--- src/rtl/instr_encoder.sv ---
// Packs a decoded RV64I op into a raw 32-bit instruction word. Unencodable requests are replaced
// by a canonical NOP and counted. Encoded words are buffered in a FIFO drained over valid/ready.
module instr_encoder #(
    parameter int DEPTH = 4,
    parameter int OP_W  = 6
) (
    input  logic            clk,
    input  logic            reset,
    input  logic            flush,
    input  logic            req_valid,
    output logic            req_ready,
    input  logic [OP_W-1:0] req_op,
    input  logic [4:0]      req_rd,
    input  logic [4:0]      req_rs1,
    input  logic [4:0]      req_rs2,
    input  logic [63:0]     req_imm,
    output logic            out_valid,
    input  logic            out_ready,
    output logic [31:0]     out_instr,
    output logic            out_illegal,
    output logic [15:0]     err_cnt
);
    localparam int PW = $clog2(DEPTH);
    localparam logic [PW:0] CNT_FULL = (PW+1)'(DEPTH);
    localparam logic [31:0] NOP = 32'h0000_0013;

    typedef enum logic [OP_W-1:0] {
        OP_ADDI, OP_SLTI, OP_SLTIU, OP_XORI, OP_ORI, OP_ANDI, OP_SLLI, OP_SRLI, OP_SRAI,
        OP_ADD, OP_SUB, OP_SLL, OP_SLT, OP_SLTU, OP_XOR, OP_SRL, OP_SRA, OP_OR, OP_AND,
        OP_LD, OP_SD, OP_BEQ, OP_BNE, OP_BLT, OP_BGE, OP_BLTU, OP_BGEU,
        OP_JAL, OP_JALR, OP_LUI, OP_AUIPC,
        OP_ADDIW, OP_SLLIW, OP_SRLIW, OP_SRAIW, OP_ADDW, OP_SUBW, OP_SLLW, OP_SRLW, OP_SRAW
    } op_e;

    typedef enum logic [3:0] {F_BAD, F_R, F_I, F_SH6, F_SH5, F_S, F_B, F_U, F_J} fmt_e;

    function automatic logic [15:0] sat_inc(input logic [15:0] v);
        return (v == 16'hFFFF) ? v : v + 16'd1;
    endfunction

    fmt_e        w_fmt;
    logic [6:0]  w_opc;
    logic [6:0]  w_f7;
    logic [2:0]  w_f3;
    logic [31:0] w_raw;
    logic        w_legal;
    logic [31:0] w_instr;
    logic        w_illegal;
    logic        w_fit12, w_fit13, w_fit21, w_fit32;
    logic        w_push, w_pop;

    always_comb begin
        w_fmt = F_BAD; w_opc = 7'h00; w_f3 = 3'd0; w_f7 = 7'h00;
        case (req_op)
            OP_ADDI:  begin w_fmt = F_I;   w_opc = 7'h13; w_f3 = 3'd0; end
            OP_SLTI:  begin w_fmt = F_I;   w_opc = 7'h13; w_f3 = 3'd2; end
            OP_SLTIU: begin w_fmt = F_I;   w_opc = 7'h13; w_f3 = 3'd3; end
            OP_XORI:  begin w_fmt = F_I;   w_opc = 7'h13; w_f3 = 3'd4; end
            OP_ORI:   begin w_fmt = F_I;   w_opc = 7'h13; w_f3 = 3'd6; end
            OP_ANDI:  begin w_fmt = F_I;   w_opc = 7'h13; w_f3 = 3'd7; end
            OP_SLLI:  begin w_fmt = F_SH6; w_opc = 7'h13; w_f3 = 3'd1; end
            OP_SRLI:  begin w_fmt = F_SH6; w_opc = 7'h13; w_f3 = 3'd5; end
            OP_SRAI:  begin w_fmt = F_SH6; w_opc = 7'h13; w_f3 = 3'd5; w_f7 = 7'h20; end
            OP_ADD:   begin w_fmt = F_R;   w_opc = 7'h33; w_f3 = 3'd0; end
            OP_SUB:   begin w_fmt = F_R;   w_opc = 7'h33; w_f3 = 3'd0; w_f7 = 7'h20; end
            OP_SLL:   begin w_fmt = F_R;   w_opc = 7'h33; w_f3 = 3'd1; end
            OP_SLT:   begin w_fmt = F_R;   w_opc = 7'h33; w_f3 = 3'd2; end
            OP_SLTU:  begin w_fmt = F_R;   w_opc = 7'h33; w_f3 = 3'd3; end
            OP_XOR:   begin w_fmt = F_R;   w_opc = 7'h33; w_f3 = 3'd4; end
            OP_SRL:   begin w_fmt = F_R;   w_opc = 7'h33; w_f3 = 3'd5; end
            OP_SRA:   begin w_fmt = F_R;   w_opc = 7'h33; w_f3 = 3'd5; w_f7 = 7'h20; end
            OP_OR:    begin w_fmt = F_R;   w_opc = 7'h33; w_f3 = 3'd6; end
            OP_AND:   begin w_fmt = F_R;   w_opc = 7'h33; w_f3 = 3'd7; end
            OP_LD:    begin w_fmt = F_I;   w_opc = 7'h03; w_f3 = 3'd3; end
            OP_SD:    begin w_fmt = F_S;   w_opc = 7'h23; w_f3 = 3'd3; end
            OP_BEQ:   begin w_fmt = F_B;   w_opc = 7'h63; w_f3 = 3'd0; end
            OP_BNE:   begin w_fmt = F_B;   w_opc = 7'h63; w_f3 = 3'd1; end
            OP_BLT:   begin w_fmt = F_B;   w_opc = 7'h63; w_f3 = 3'd4; end
            OP_BGE:   begin w_fmt = F_B;   w_opc = 7'h63; w_f3 = 3'd5; end
            OP_BLTU:  begin w_fmt = F_B;   w_opc = 7'h63; w_f3 = 3'd6; end
            OP_BGEU:  begin w_fmt = F_B;   w_opc = 7'h63; w_f3 = 3'd7; end
            OP_JAL:   begin w_fmt = F_J;   w_opc = 7'h6F; end
            OP_JALR:  begin w_fmt = F_I;   w_opc = 7'h67; w_f3 = 3'd0; end
            OP_LUI:   begin w_fmt = F_U;   w_opc = 7'h37; end
            OP_AUIPC: begin w_fmt = F_U;   w_opc = 7'h17; end
            OP_ADDIW: begin w_fmt = F_I;   w_opc = 7'h1B; w_f3 = 3'd0; end
            OP_SLLIW: begin w_fmt = F_SH5; w_opc = 7'h1B; w_f3 = 3'd1; end
            OP_SRLIW: begin w_fmt = F_SH5; w_opc = 7'h1B; w_f3 = 3'd5; end
            OP_SRAIW: begin w_fmt = F_SH5; w_opc = 7'h1B; w_f3 = 3'd5; w_f7 = 7'h20; end
            OP_ADDW:  begin w_fmt = F_R;   w_opc = 7'h3B; w_f3 = 3'd0; end
            OP_SUBW:  begin w_fmt = F_R;   w_opc = 7'h3B; w_f3 = 3'd0; w_f7 = 7'h20; end
            OP_SLLW:  begin w_fmt = F_R;   w_opc = 7'h3B; w_f3 = 3'd1; end
            OP_SRLW:  begin w_fmt = F_R;   w_opc = 7'h3B; w_f3 = 3'd5; end
            OP_SRAW:  begin w_fmt = F_R;   w_opc = 7'h3B; w_f3 = 3'd5; w_f7 = 7'h20; end
            default:  begin w_fmt = F_BAD; end
        endcase
    end

    // A signed immediate fits N bits when every bit above N-1 replicates the sign bit.
    assign w_fit12 = (req_imm[63:11] == '0) || (req_imm[63:11] == '1);
    assign w_fit13 = (req_imm[63:12] == '0) || (req_imm[63:12] == '1);
    assign w_fit21 = (req_imm[63:20] == '0) || (req_imm[63:20] == '1);
    assign w_fit32 = (req_imm[63:31] == '0) || (req_imm[63:31] == '1);

    always_comb begin
        w_raw   = 32'h0;
        w_legal = 1'b0;
        case (w_fmt)
            F_R: begin
                w_raw   = {w_f7, req_rs2, req_rs1, w_f3, req_rd, w_opc};
                w_legal = 1'b1;
            end
            F_I: begin
                w_raw   = {req_imm[11:0], req_rs1, w_f3, req_rd, w_opc};
                w_legal = w_fit12;
            end
            F_SH6: begin
                w_raw   = {w_f7[6:1], req_imm[5:0], req_rs1, w_f3, req_rd, w_opc};
                w_legal = (req_imm[63:6] == '0);
            end
            F_SH5: begin
                w_raw   = {w_f7, req_imm[4:0], req_rs1, w_f3, req_rd, w_opc};
                w_legal = (req_imm[63:5] == '0);
            end
            F_S: begin
                w_raw   = {req_imm[11:5], req_rs2, req_rs1, w_f3, req_imm[4:0], w_opc};
                w_legal = w_fit12;
            end
            F_B: begin
                w_raw   = {req_imm[12], req_imm[10:5], req_rs2, req_rs1, w_f3,
                           req_imm[4:1], req_imm[11], w_opc};
                w_legal = w_fit13 && !req_imm[0];
            end
            F_U: begin
                w_raw   = {req_imm[31:12], req_rd, w_opc};
                w_legal = w_fit32 && (req_imm[11:0] == 12'h000);
            end
            F_J: begin
                w_raw   = {req_imm[20], req_imm[10:1], req_imm[11], req_imm[19:12], req_rd, w_opc};
                w_legal = w_fit21 && !req_imm[0];
            end
            default: begin
                w_raw   = 32'h0;
                w_legal = 1'b0;
            end
        endcase
        w_instr   = w_legal ? w_raw : NOP;
        w_illegal = !w_legal;
    end

    // FIFO stage: a request in a flush cycle is dropped and does not count as an error.
    logic [32:0]   r_mem [DEPTH];
    logic [PW-1:0] r_wp, r_rp;
    logic [PW:0]   r_cnt;
    logic [15:0]   r_err;

    assign req_ready = (r_cnt != CNT_FULL);
    assign out_valid = (r_cnt != '0);
    assign w_push    = req_valid && req_ready && !flush;
    assign w_pop     = out_valid && out_ready && !flush;

    always_ff @(posedge clk) begin
        if (w_push) r_mem[r_wp] <= {w_illegal, w_instr};
    end

    always_ff @(posedge clk or posedge reset) begin
        if (reset) begin
            r_wp  <= '0;
            r_rp  <= '0;
            r_cnt <= '0;
            r_err <= 16'h0;
        end else if (flush) begin
            r_wp  <= '0;
            r_rp  <= '0;
            r_cnt <= '0;
        end else begin
            if (w_push) r_wp <= r_wp + 1'b1;
            if (w_pop)  r_rp <= r_rp + 1'b1;
            case ({w_push, w_pop})
                2'b10:   r_cnt <= r_cnt + 1'b1;
                2'b01:   r_cnt <= r_cnt - 1'b1;
                default: r_cnt <= r_cnt;
            endcase
            if (w_push && w_illegal) r_err <= sat_inc(r_err);
        end
    end

    assign out_instr   = out_valid ? r_mem[r_rp][31:0] : 32'h0;
    assign out_illegal = out_valid ? r_mem[r_rp][32] : 1'b0;
    assign err_cnt     = r_err;

endmodule
--- config.mk ---
export PLATFORM = sky130hd
export DESIGN_NAME = instr_encoder
export DESIGN_NICKNAME = d
export VERILOG_FILES = /design/src/rtl/instr_encoder.sv
export SDC_FILE = /design/constraint.sdc
export NUM_CORES = 1
export LEC_CHECK = 0
export ABC_AREA = 1
export BUFFER_PORTS_ARGS = -buffer_cell sky130_fd_sc_hd__buf_2
export CAP_MARGIN = 15
export CORE_MARGIN = 5
export CORE_UTILIZATION = 30
export CTS_CLUSTER_DIAMETER = 150
export DETAILED_ROUTE_END_ITERATION = 12
export GPL_TIMING_DRIVEN = 0
export MAX_ROUTING_LAYER = met4
export PLACE_DENSITY = 0.47
export RECOVER_POWER = 100
export SLEW_MARGIN = 15
export SYNTH_ARGS = -nofsm -noshare
export SYNTH_HDL_FRONTEND = slang
export SYNTH_SLANG_ARGS = --single-unit
--- constraint.sdc ---
create_clock -name clk -period 2.7 [get_ports clk]
set_input_delay 0.675 -clock clk [delete_from_list [all_inputs] [get_ports clk]]
set_output_delay 0.675 -clock clk [all_outputs]
set_load 0.005 [all_outputs]
# --- Yosys cells after proc, flatten, opt, wreduce, memory -nomap -nowiden ---
# Memory sizes are Yosys's and may differ from the RTL's.
# Cells that the tools add are included.
# W data, S select, Z words.
word_totals:
  memories: 1
  regBits: 23
  ram_bits: 132
  in_bits: 90
classes:
  n_reduce_logical: 47
  bitwise: 2
  eq_ne: 55
  n_addsub: 5
  mux: 17
memory_table:
  columns: ["name", "depth", "width", "rd", "rd_ports_with_merged_regs", "wr", "line_no", "text"]
  rows:
  - ["r_mem", 4, 33, 1, 0, 1, "152", "logic [32:0] r_mem [DEPTH];"]
ops:
  columns: ["operator", "count"]
  rows:
  - ["$pmux W32 S8", 1]
  - ["$eq A6 B5 Y1 const B", 16]
  - ["$pmux W7 S11", 1]
  - ["$mux W32", 2]
  - ["$logic_not A59 Y1", 1]
  - ["$logic_not A58 Y1", 1]
  - ["$eq A53 B53 Y1 const B", 1]
  - ["$logic_not A53 Y1", 1]
  - ["$eq A52 B52 Y1 const B", 1]
  - ["$logic_not A52 Y1", 1]
  - ["$eq A6 B4 Y1 const B", 8]
  - ["$eq A6 B6 Y1 const B", 8]
  - ["$eq A44 B44 Y1 const B", 1]
  - ["$logic_not A44 Y1", 1]
  - ["$eq A33 B33 Y1 const B", 1]
  - ["$logic_not A33 Y1", 1]
  - ["$pmux W4 S8", 1]
  - ["$reduce_or A9 Y1", 3]
  - ["$eq A6 B3 Y1 const B", 4]
  - ["$pmux W3 S7", 1]
  - ["$add A16 B1 Y16 const B", 1]
  - ["$eq A16 B16 Y1 const B", 1]
  - ["$eq A4 B3 Y1 const B", 4]
  - ["$reduce_or A15 Y1", 1]
  - ["other kinds (32)", 64]

# --- Logic depth before layout (Yosys ltp) ---
# Gate-level depths: netlist (run 1).
depth:
  ltp_word: 9
  depth_mapped: 15

# --- Least setup slack after synthesis (run 1) ---
# OpenSTA, ideal clock, no wires.
synth_timing:
  path_kind: "input to register"
  start: "in req_valid"
  end: "mem r_mem[1][10] (enable)"
  arrival_time_ns: 2.301
  path_buffers: 0
  cell_stages: 4
  setup_ns: 0.421
  setup_slack_ns: -0.022
  required_ns: 2.279
  cell_sequence: "nand2_1 > nor2_1 > inv_1 > nor2_1"
synth_between:
  elab_chain_cells: 4
synth_lines:
  columns: ["item", "line_no", "text"]
  rows:
  - ["start, declared", "10", "input logic req_valid,"]
  - ["$logic_and A1 B1 Y1 (2 in a row)", "159", "assign w_push = req_valid && req_ready && !flush;"]
  - ["$mux W1", "163", "if (w_push) r_mem[r_wp] <= {w_illegal, w_instr};"]
  - ["$mux W1 (not written as such)", "163", null]
  - ["end, declared", "152", null]
# No other way between the ends.

# --- Worst setup path in the final report (run 1) ---
layout_timing:
  start: "in req_op[2]"
  end: "mem r_mem[0][27] (data pin)"
layout_between:
  elab_chain_cells: 7
  word_cells_on_any_way: 59
  cone_classes: "47 x eq/ne; 4 x mux; 8 x reduce/logical"
layout_lines:
  columns: ["item", "line_no", "text"]
  rows:
  - ["start, declared", "12", "input logic [OP_W-1:0] req_op,"]
  - ["$eq A6 B6 Y1 (tied with other cells)", "54", "case (req_op)"]
  - ["$reduce_or A15 Y1 (no source line) (tied with other cells)", null, null]
  - ["$pmux W4 S8 (*)", "54", null]
  - ["$eq A4 B3 Y1 or $eq A4 B2 Y1 (tied branches)", "108", "case (w_fmt)"]
  - ["$reduce_or A2 Y1 (no source line)", null, null]
  - ["$pmux W1 S7", "108", null]
  - ["$mux W32 (*)", "147", "w_instr = w_legal ? w_raw : NOP;"]
  - ["named net w_instr[27]", "47", "logic [31:0] w_instr;"]
# Mark *: on every way through the listed nets, which the timed path passes. The rest lies on a longest branch.

==> results.txt, run 1 <==
----------------------------------------------------
[Placement]
  IO Port Bufs ... 140
  Pre-CTS worst setup slack ... -557 ps
  Post-placement cell count ... 1619
  Final weighted congestion in routability-driven placement ... 0.887
  Placed wire-length estimate ... 21800 um

[Clock network]
  Insertion delay to the later sink of the worst-skew pair ... 410 ps
  Total CTS buffers ... 17
  Clk buf depth ... 2
  Clock transition at path regs ... 60 ps
  CTS Hold Bufs ... 0
  H-tree depth reported by CTS ... 4
  Number of sinks on the clock net ... 151
  Clock tree from TritonCTS ... yes
  Buffer cell driving the clock tree root ... clkbuf_16

[Critical path]
  Endpoint kind of the worst setup timing path ... register
  Source of the worst register-to-register timing path ... r_cnt[0]$_DFFE_PP0P_
  Startpoint type of the worst setup path ... input pin
  Cell count of the worst reg-to-reg path ... 7
  Signal arrival time at the worst endpoint ... 2780 ps
  Crit-path max FO ... 13
  Path type of the worst setup path ... in2reg
  Capture point of the worst reg-to-reg path ... r_mem[3][14]$_DFFE_PP_
  Flop-to-flop setup slack ... 270 ps
  Critical path data required time ... 2880 ps

[Drt]
  Drt initial violations ... 616
  Detailed-route DRC error count ... 0
  Per-cell via count in the routed design ... 4.79
  Remaining antenna violation count ... 0
  Total detailed-routing wirelength ... 28400 um
  Initial DRT Pass Iterations ... 5
  Total number of vias ... 7959
  Wire length per cell ... 17.1 um

[Synthesis]
  Cell types occupying the most area after synthesis ... edfxtp_1, nor2_1, nand2_1
  Ys Warns ... 0
  Cell taking the most area after synthesis ... edfxtp_1
  Number of different library cells in the post-synthesis netlist ... 42
  Combined area of all synthesized cells ... 8670 sq um
  Share of synthesized area occupied by flip-flops and latches ... 51.0%
  Most numerous cell types in the synthesized netlist ... nor2_1, nand2_1, edfxtp_1
  Number of enable-type register cells in the synthesized netlist ... 128
  #FFs+latches synth ... 151
  Primary flip-flop cell chosen by synthesis mapping ... edfxtp_1
  Post-synthesis average cell area ... 7.97 sq um
  Post-synth top area share ... 44.3%
  Most frequently used cell type in the post-synthesis netlist ... nor2_1
  Post-Syn Instances ... 1088
  Ys async rst share ... 15.2%

[STA]
  Slack of the critical path ... 96.7 ps
  Post-layout minimum cycle time ... 2600 ps
  Number of endpoints with negative hold slack in the final report ... 0
  Total Negative Setup Slacks ... 0 ps
  Hold Worst Slack ... 202 ps
  Headroom to the max-slew limit ... 32.3%
  Slew @ Worst Pin ... 1020 ps
  Post-route fraction of the period consumed by the critical path ... 96.4%
  Number of max-slew violations in the final report ... 0
  Setup Viol. Count Final ... 0
  Achievable frequency ... 384 MHz
  Clock Skew ... 10.5 ps

[Layout]
  Final core utilization ... 37.2%
  Fraction of layout cells with a size suffix above 1 ... 16.9%
  Filler Cell Count ... 3006
  Final cell count without fillers ... 1660
  Signed area change from the synthesized netlist to the final layout ... 22.7%
  Number of nets in the finished design ... 1351

[GRT]
  GRT overflow ... 0
  Global-route wire length before repair ... 44900 um
  Number of global-route vias before repair ... 7895
  Tot GR Track Use ... 17.8%
  Number of antenna violations at the first check in global routing ... 8
  Largest net degree at the start of global routing ... 24

[Floorplanning]
  Core region area ... 28600 sq um
  Horizontal extent of the die ... 180 um
  Total Die Area ... 32400 sq um
  Initial Utilization ... 30.3%
  Number of core rows ... 62
  I/O pins ... 141
  Die outline height ... 180 um

[Job]
  Max-cap violation count ... 0

[Power and ir drop]
  Worst ir drop on vdd ... 0.434 mV
  Power Dens Cells ... 670 nW/um^2
  Static leakage ... 0.00438 uW

[Run status]
  Run status ... finished clean

[Hold path]
  Worst min path class ... in2async

----------------------------------------------------
## final cells by class
cell class / instances / area (sq um) / share of cell area [%]
Inverter: 103 / 387 / 3.63
Clock inverter: 13 / 133 / 1.25
Buffer: 34 / 229 / 2.15
Sequential cell: 151 / 4420 / 41.6
Antenna cell: 8 / 20.0 / 0.188
Clock buffer: 19 / 433 / 4.07
Multi-Input combinational cell: 802 / 3760 / 35.4
Tap cell: 384 / 480 / 4.52
Timing Repair Buffer: 146 / 774 / 7.28
## worst max-delay path by stage
stage                     depth (start not counted)                      to  slack, ps                  from
final                                            13  r_mem[0][27]$_DFFE_PP_        100             req_op[2]
after global placement                            4  r_mem[1][17]$_DFFE_PP_      -1490                 flush
after detailed placement                         12   r_mem[0][3]$_DFFE_PP_       -560             req_op[5]
after global routing                             15  r_mem[2][15]$_DFFE_PP_         -1             req_op[5]
after CTS                                         5            out_instr[1]         10  r_cnt[1]$_DFFE_PP0P_
after floorplan                                   4  r_mem[1][10]$_DFFE_PP_        -20             req_valid
## logic make-up after synthesis
| group | share of synthesized area [%] |
|---|---|
| compound gates | 9.61 |
| xor+xnor | 1.62 |
| fa+ha+maj | 0.953 |
| buf+inv | 6.51 |
| flops | 51.0 |
| other cells | 0.0433 |
| simple gates | 30.3 |
## sequential cells by signal (all words and copies together), names as in the netlist
register,cells
r_mem,128
r_wp,2
err_cnt,16
r_rp,2
r_cnt,3
## cell usage in the layout, fill, tap and decap left out, types with 3 or more instances in the layout
cell,n
buf_4,7
inv_2,5
clkbuf_2,10
conb_1,4
edfxtp_1,128
nor2_2,12
o21ai_0,75
xor2_1,11
buf_6,4
buf_2,116
clkbuf_1,32
xnor2_1,5
nor4_1,5
nand3_1,58
nand2_1,189
nand2_2,3
a22oi_1,15
a21oi_1,43
or2_2,3
clkbuf_16,17
o22ai_1,3
nand3_2,4
dfrtp_1,22
clkbuf_4,9
nor2_1,280
nand4_1,43
inv_1,98
ha_1,5
diode_2,8
nor3_1,20
a21oi_2,3
clkinvlp_4,5
## metal layers
layer	share of wire [%]	global-route usage (%)	vias to the layer above
met5	0	-	-
met4	0.84	3.90	0
met3	5.0	3.70	14
met2	49	29.6	212
met1	45	22.7	3728
li1	-	-	4005
## worst max-delay path: stages
cell	delay, ps
buf_2	120
inv_1	90
nand2_1	120
nor2_1	150
inv_1	100
nor2_2	230
inv_1	220
nand3_1	150
nand3_2	140
nand2_2	140
inv_2	90
buf_4	210
nor2_1	330
## where the power goes
part | total [uW] | internal (uW) | switching, uW | leakage [uW]
clock network | 2260 | 1350 | 908 | 0.000260
registers | 2790 | 2690 | 100 | 0.00150
logic | 2080 | 726 | 1350 | 0.00262
total | 7120 | 4770 | 2360 | 0.00438
## timing repair
item | CTS | global route
buffers inserted | 0 | 1
resized for setup | 35 | 20
endpoints found under the setup margin | 39 | 120
pin swaps | 0 | 2
## per-stage QoR
stage	area (sq um)	total power, uW
2_1_floorplan	8680	3880
3_3_place_gp	9860	4820
3_5_place_dp	9990	4860
4_1_cts	10600	7200
5_1_grt	10600	7530
6_report	10600	7120
Note: power is estimated with default switching activity, not from simulation.
==> run 2, diff against run 1 <==
Settings changed: RECOVER_POWER 100 to unset.
==> results.txt, run 2 (synthesized netlist as in run 1, its figures left out) <==
----------------------------------------------------
[Layout]
  Leading cell type in the layout, fill and taps excluded ... nor2_1 (unchanged)
  Fraction of layout cells with a size suffix above 1 ... 19.2% (was 16.9%)
  Signed area change from the synthesized netlist to the final layout ... 23.9% (was 22.7%)
  Register ranked first by flip-flop count ... r_mem (unchanged)
  Number of flip-flops under the largest register name ... 128 (unchanged)
  Commonest cells after routing, fill and taps aside ... nor2_1, nand2_1, buf_2, edfxtp_1, inv_1 (was nor2_1, nand2_1, edfxtp_1, buf_2, inv_1)
  Filler Cell Count ... 2989 (was 3006)
  Number of nets in the finished design ... 1351 (unchanged)

[Clock network]
  Buffer cell driving the clock tree root ... clkbuf_16 (unchanged)
  Clk buf depth ... 2 (unchanged)
  Clock transition at path regs ... 60 ps (about the same)
  H-tree depth reported by CTS ... 4 (unchanged)
  Insertion delay to the later sink of the worst-skew pair ... 410 ps (about the same)
  CTS Hold Bufs ... 0 (unchanged)
  Number of sinks on the clock net ... 151 (unchanged)
  Clock tree from TritonCTS ... yes (unchanged)
  Total CTS buffers ... 17 (unchanged)

[STA]
  Number of max-slew violations in the final report ... 0 (unchanged)
  Achievable frequency ... 385 MHz (was 384 MHz)
  Slack of the critical path ... 104 ps (was 96.7 ps)
  Post-layout minimum cycle time ... 2600 ps (about the same)
  Post-route fraction of the period consumed by the critical path ... 96.2% (was 96.4%)
  Slew @ Worst Pin ... 622 ps (was 1020 ps)
  Headroom to the max-slew limit ... 58.5% (was 32.3%)
  RSZ-0062 raised after global routing ... no
  Number of endpoints with negative hold slack in the final report ... 0 (unchanged)
  Setup Viol. Count Final ... 0 (unchanged)
  Clock Skew ... 9.43 ps (was 10.5 ps)

[Drt]
  Total number of vias ... 7968 (was 7959)
  Detailed-route DRC error count ... 0 (unchanged)
  Total detailed-routing wirelength ... 28500 um (was 28400 um)
  Per-cell via count in the routed design ... 4.80 (was 4.79)
  Initial DRT Pass Iterations ... 5 (unchanged)
  Drt initial violations ... 587 (was 616)
  Remaining antenna violation count ... 0 (unchanged)
  Wire length per cell ... 17.2 um (was 17.1 um)

[Floorplanning]
  I/O pins ... 141 (unchanged)
  Total Die Area ... 32400 sq um (unchanged)
  Core region area ... 28600 sq um (unchanged)
  Die outline height ... 180 um (unchanged)
  Horizontal extent of the die ... 180 um (unchanged)
  Number of core rows ... 62 (unchanged)
  Initial Utilization ... 30.3% (unchanged)

[GRT]
  Peak-usage layer in the global routing report ... met2 (unchanged)
  Met3 GRT Util ... 3.70% (unchanged)
  Tot GR Track Use ... 17.8% (unchanged)
  Largest net degree at the start of global routing ... 24 (unchanged)
  Number of antenna violations at the first check in global routing ... 8 (unchanged)
  Global routing met1 resource utilization ... 22.7% (unchanged)
  Number of global-route vias before repair ... 7895 (unchanged)
  GRT overflow ... 0 (unchanged)
  Global-route wire length before repair ... 44900 um (unchanged)
  Met2 track demand over resource ... 29.6% (unchanged)

[Critical path]
  Crit-path max FO ... 10 (was 13)
  Critical path data required time ... 2030 ps (was 2880 ps)
  Signal arrival time at the worst endpoint ... 1920 ps (was 2780 ps)
  Endpoint kind of the worst setup timing path ... output pin (was register)
  Path type of the worst setup path ... reg2out (was in2reg)
  Startpoint type of the worst setup path ... register (was input pin)

[Placement]
  Final weighted congestion in routability-driven placement ... 0.887 (unchanged)
  Pre-CTS worst setup slack ... -557 ps (unchanged)
  IO Port Bufs ... 140 (unchanged)
  Placed wire-length estimate ... 21800 um (unchanged)

[Power and ir drop]
  Power Dens Cells ... 669 nW/um^2 (was 670 nW/um^2)
  Static leakage ... 0.00450 uW (was 0.00438 uW)
  Worst ir drop on vdd ... 0.433 mV (was 0.434 mV)
  Final Total Pwr ... 7190 uW (was 7120 uW)

[Run status]
  Run status ... finished clean (unchanged)

[Hold path]
  Worst min path class ... in2async (unchanged)

[Job]
  Max-cap violation count ... 0 (unchanged)

----------------------------------------------------
## run 2: area by class of cell
| type | instances | area [sq um] | area share, % |
|---|---|---|---|
| clock inverters | 13 | 133 | 1.24 |
| clock buffers | 19 | 433 | 4.03 |
| inverters | 103 | 388 | 3.61 |
| plain buffers | 34 | 229 | 2.13 |
| well taps | 384 | 480 | 4.48 |
| multi-input cells | 802 | 3780 | 35.2 |
| flip-flops and latches | 151 | 4420 | 41.2 |
| repair buffers | 146 | 851 | 7.92 |
| diodes | 8 | 20.0 | 0.186 |
## run 2: timing repair
item,in CTS,in global routing
buffers inserted,0,1
endpoints found under the hold margin,0,0
resized for setup,35,20
endpoints found under the setup margin,39,120
gates cloned,0,0
pin swaps,0,2
## run 2: layer usage
layer | vias to the layer above | wire [um]
li1 | 4007 | -
met4 | 0 | 236
met5 | - | 0
met3 | 14 | 1320
met2 | 195 | 13900
met1 | 3752 | 13000
## run 2: critical path, cell delays in order, from the launching register on
cell and delay [ps]:
dfrtp_1 410, inv_1 80, clkbuf_4 210, clkbuf_4 240
o21ai_0 120, a21oi_1 270, buf_2 170
## run 2: through the flow
step	setup TNS, ps	hold slack, ps	cells	util [%]	instance area, sq um
floorplan	-2780	504	1091	-	8680
global placement	-227670	509	1615	34.4	9860
detailed placement	-38610	514	1619	34.9	9990
CTS	0	476	1650	37.1	10600
global route	0	268	1660	37.5	10700
finish	0	241	1660	37.5	10700
## run 2: power breakdown
part / switching [uW] / total, uW / internal (uW) / leakage, uW
combinational: 1350 / 2130 / 779 / 0.00274
sequential: 102 / 2790 / 2690 / 0.00150
clock: 913 / 2260 / 1350 / 0.000260
## run 2: path summary, 6_finish.rpt
check | slack [ps] | from | cells after the start | end
worst min-delay path | 240 | reset | 2 | r_wp[1]$_DFFE_PP0P_
worst max register to register | 470 | err_cnt[0]$_DFFE_PP0P_ | 10 | err_cnt[1]$_DFFE_PP0P_
max in group asynchronous | 2020 | reset | 3 | err_cnt[0]$_DFFE_PP0P_
worst max-delay path | 100 | r_rp[0]$_DFFE_PP0P_ | 6 | out_instr[23]
min in group clk | 500 | flush | 2 | r_rp[0]$_DFFE_PP0P_
worst min register to register | 520 | err_cnt[8]$_DFFE_PP0P_ | 2 | err_cnt[8]$_DFFE_PP0P_
==> run 3, diff against run 2 <==
Settings changed: CELL_PAD_IN_SITES_DETAIL_PLACEMENT set to 1, CELL_PAD_IN_SITES_GLOBAL_PLACEMENT set to 1, PLACE_DENSITY 0.47 to 0.61.
==> results.txt, run 3 (synthesized netlist as in run 1, its figures left out) <==
----------------------------------------------------
[Run status]
  Run status ... finished clean (unchanged)

[Layout]
  Area of all placed cells without fillers ... 10800 sq um (was 10700 sq um)
  Register ranked first by flip-flop count ... r_mem (unchanged)
  Leading cell type in the layout, fill and taps excluded ... nor2_1 (unchanged)
  Final core utilization ... 37.7% (was 37.5%)
  Fraction of layout cells with a size suffix above 1 ... 19.8% (was 19.2%)
  Signed area change from the synthesized netlist to the final layout ... 24.5% (was 23.9%)
  Number of nets in the finished design ... 1350 (was 1351)
  Commonest cells after routing, fill and taps aside ... nor2_1, nand2_1, buf_2, edfxtp_1, inv_1 (unchanged)
  Number of flip-flops under the largest register name ... 128 (unchanged)

[Placement]
  Placed wire-length estimate ... 23300 um (was 21800 um)
  Placed instance area ... 9990 sq um (unchanged)
  IO Port Bufs ... 140 (unchanged)
  Final weighted congestion in routability-driven placement ... 0.870 (was 0.887)

[Floorplanning]
  Initial Utilization ... 30.3% (unchanged)
  I/O pins ... 141 (unchanged)
  Core region area ... 28600 sq um (unchanged)
  Die outline height ... 180 um (unchanged)
  Horizontal extent of the die ... 180 um (unchanged)
  Number of core rows ... 62 (unchanged)
  Total Die Area ... 32400 sq um (unchanged)

[Power and ir drop]
  Sw frac ... 32.9% (was 33.0%)
  Logic gate share of total power ... 29.5% (was 29.7%)
  Worst ir drop on vdd ... 0.390 mV (was 0.433 mV)
  Power Dens Cells ... 684 nW/um^2 (was 669 nW/um^2)
  Static leakage ... 0.00452 uW (was 0.00450 uW)
  Final Total Pwr ... 7380 uW (was 7190 uW)
  Net switching power figure ... 2430 uW (was 2370 uW)
  Portion of total power attributed to the clock network ... 32.6% (was 31.5%)
  Sequential Power Share ... 37.9% (was 38.8%)
  Internal power ... 4950 uW (was 4820 uW)

[Critical path]
  Signal arrival time at the worst endpoint ... 1940 ps (was 1920 ps)
  Launch point of the critical path ... r_rp[0]$_DFFE_PP0P_ (unchanged)
  Source of the worst register-to-register timing path ... err_cnt[0]$_DFFE_PP0P_ (unchanged)
  Crit-path max FO ... 10 (unchanged)
  CP delay by family, top ... buffers and inverters (unchanged)
  Startpoint type of the worst setup path ... register (unchanged)
  Cells along the critical path ... inv_1, clkbuf_4, clkbuf_4, o21ai_0, a21oi_1, buf_4, buf_2 (was inv_1, clkbuf_4, clkbuf_4, o21ai_0, a21oi_1, buf_2)
  Slowest cell delay on critical path ... 420 ps (was 410 ps)
  Critical path's most frequent cell ... clkbuf_4 (unchanged)
  Crit path max-delay cell type ... dfrtp_1 (unchanged)
  Number of buffer and inverter stages on the critical path ... 5 (was 4)
  Path type of the worst setup path ... reg2out (unchanged)
  Critical path data required time ... 2030 ps (about the same)
  Endpoint kind of the worst setup timing path ... output pin (unchanged)

[GRT]
  Global-route wire length before repair ... 46900 um (was 44900 um)
  Number of antenna violations at the first check in global routing ... 10 (was 8)
  Largest net degree at the start of global routing ... 24 (unchanged)
  Number of global-route vias before repair ... 8421 (was 7895)
  GRT overflow ... 0 (unchanged)
  Tot GR Track Use ... 18.7% (was 17.8%)

[Clock network]
  Clk buf depth ... 2 (unchanged)
  Clock transition at path regs ... 60 ps (about the same)
  Clock tree from TritonCTS ... yes (unchanged)
  Number of sinks on the clock net ... 151 (unchanged)
  H-tree depth reported by CTS ... 4 (unchanged)
  Total CTS buffers ... 17 (unchanged)
  Buffer cell driving the clock tree root ... clkbuf_16 (unchanged)
  CTS Hold Bufs ... 0 (unchanged)
  Insertion delay to the later sink of the worst-skew pair ... 420 ps (was 410 ps)

[Drt]
  Drt initial violations ... 363 (was 587)
  Wire length per cell ... 17.9 um (was 17.2 um)
  Total detailed-routing wirelength ... 29800 um (was 28500 um)
  Per-cell via count in the routed design ... 4.85 (was 4.80)
  Detailed-route DRC error count ... 0 (unchanged)
  Total number of vias ... 8049 (was 7968)
  Remaining antenna violation count ... 0 (unchanged)
  Initial DRT Pass Iterations ... 4 (was 5)

[Hold path]
  Worst min path class ... in2async (unchanged)

[STA]
  Number of max-slew violations in the final report ... 0 (unchanged)
  Hold Worst Slack ... 349 ps (was 241 ps)
  Post-route fraction of the period consumed by the critical path ... 97.0% (was 96.2%)
  Headroom to the max-slew limit ... 36.2% (was 58.5%)
  Setup Viol. Count Final ... 0 (unchanged)
  Slew @ Worst Pin ... 951 ps (was 622 ps)
  RSZ-0062 raised after global routing ... yes (was no)
  Number of endpoints with negative hold slack in the final report ... 0 (unchanged)
  Achievable frequency ... 382 MHz (was 385 MHz)
  Post-layout minimum cycle time ... 2620 ps (was 2600 ps)
  Clock Skew ... 9.72 ps (was 9.43 ps)

[Job]
  Max-cap violation count ... 0 (unchanged)

----------------------------------------------------
[run 3: metrics by stage]
stage,TNS (ps),worst slack [ps],instances
after floorplan,-2780,-21.7,1091
after global placement,-219940,-1460,1615
after detailed placement,-35370,-508,1619
after CTS,0,1.82,1650
after global routing,-23.2,-23.2,1661
final,0,81.3,1661
[run 3: path summary, 6_finish.rpt]
path,end,depth (start not counted),slack [ps]
max in group asynchronous,r_rp[1]$_DFFE_PP0P_,2,1880
worst min register to register,err_cnt[8]$_DFFE_PP0P_,2,530
worst max-delay path,out_instr[1],7,80
worst min-delay path,r_cnt[0]$_DFFE_PP0P_,2,350
min in group clk,r_rp[0]$_DFFE_PP0P_,2,500
worst max register to register,err_cnt[9]$_DFFE_PP0P_,10,400
[run 3: layer usage]
| metal | share of wire (%) | vias to the layer above | global-route usage [%] |
|---|---|---|---|
| li1 | - | 4008 | - |
| met1 | 43 | 3864 | 22.5 |
| met2 | 51 | 152 | 32.8 |
| met3 | 4.3 | 25 | 3.62 |
| met4 | 1.3 | 0 | 4.05 |
| met5 | 0 | - | - |
[run 3: timing repair]
action                                  4_1_cts  5_1_grt
setup buffers                                 0        1
endpoints found under the setup margin       39      135
pin swaps                                     2        1
gates resized for setup                      35       33
[run 3: worst register-to-register path, stage by stage, from the launching register on]
cell,delay (ps)
dfrtp_1,450
ha_1,260
nand3_1,170
nor3_1,340
nand2_1,90
nor3_1,190
a31oi_2,230
nand3_2,220
buf_6,170
nand2_1,60
nand2_1,60
[run 3: power groups by stage]
stage,Sequential (uW),Clock (uW),Combinational (uW)
3_3_place_gp,2830,0,1980
3_5_place_dp,2830,0,2050
6_report,2790,2410,2180
2_1_floorplan,2810,0,1080
5_1_grt,2810,2560,2430
4_1_cts,2790,2450,2130
[run 3: final cells by class]
| cell class | count | area, sq um |
|---|---|---|
| timing repair buffer | 145 | 823 |
| clock inverter | 14 | 175 |
| inverter | 103 | 388 |
| multi-input combinational | 802 | 3800 |
| antenna | 10 | 25.0 |
| sequential | 151 | 4420 |
| fill | 3483 | 17800 |
| buffer | 34 | 250 |
| tap | 384 | 480 |
| clock buffer | 18 | 429 |
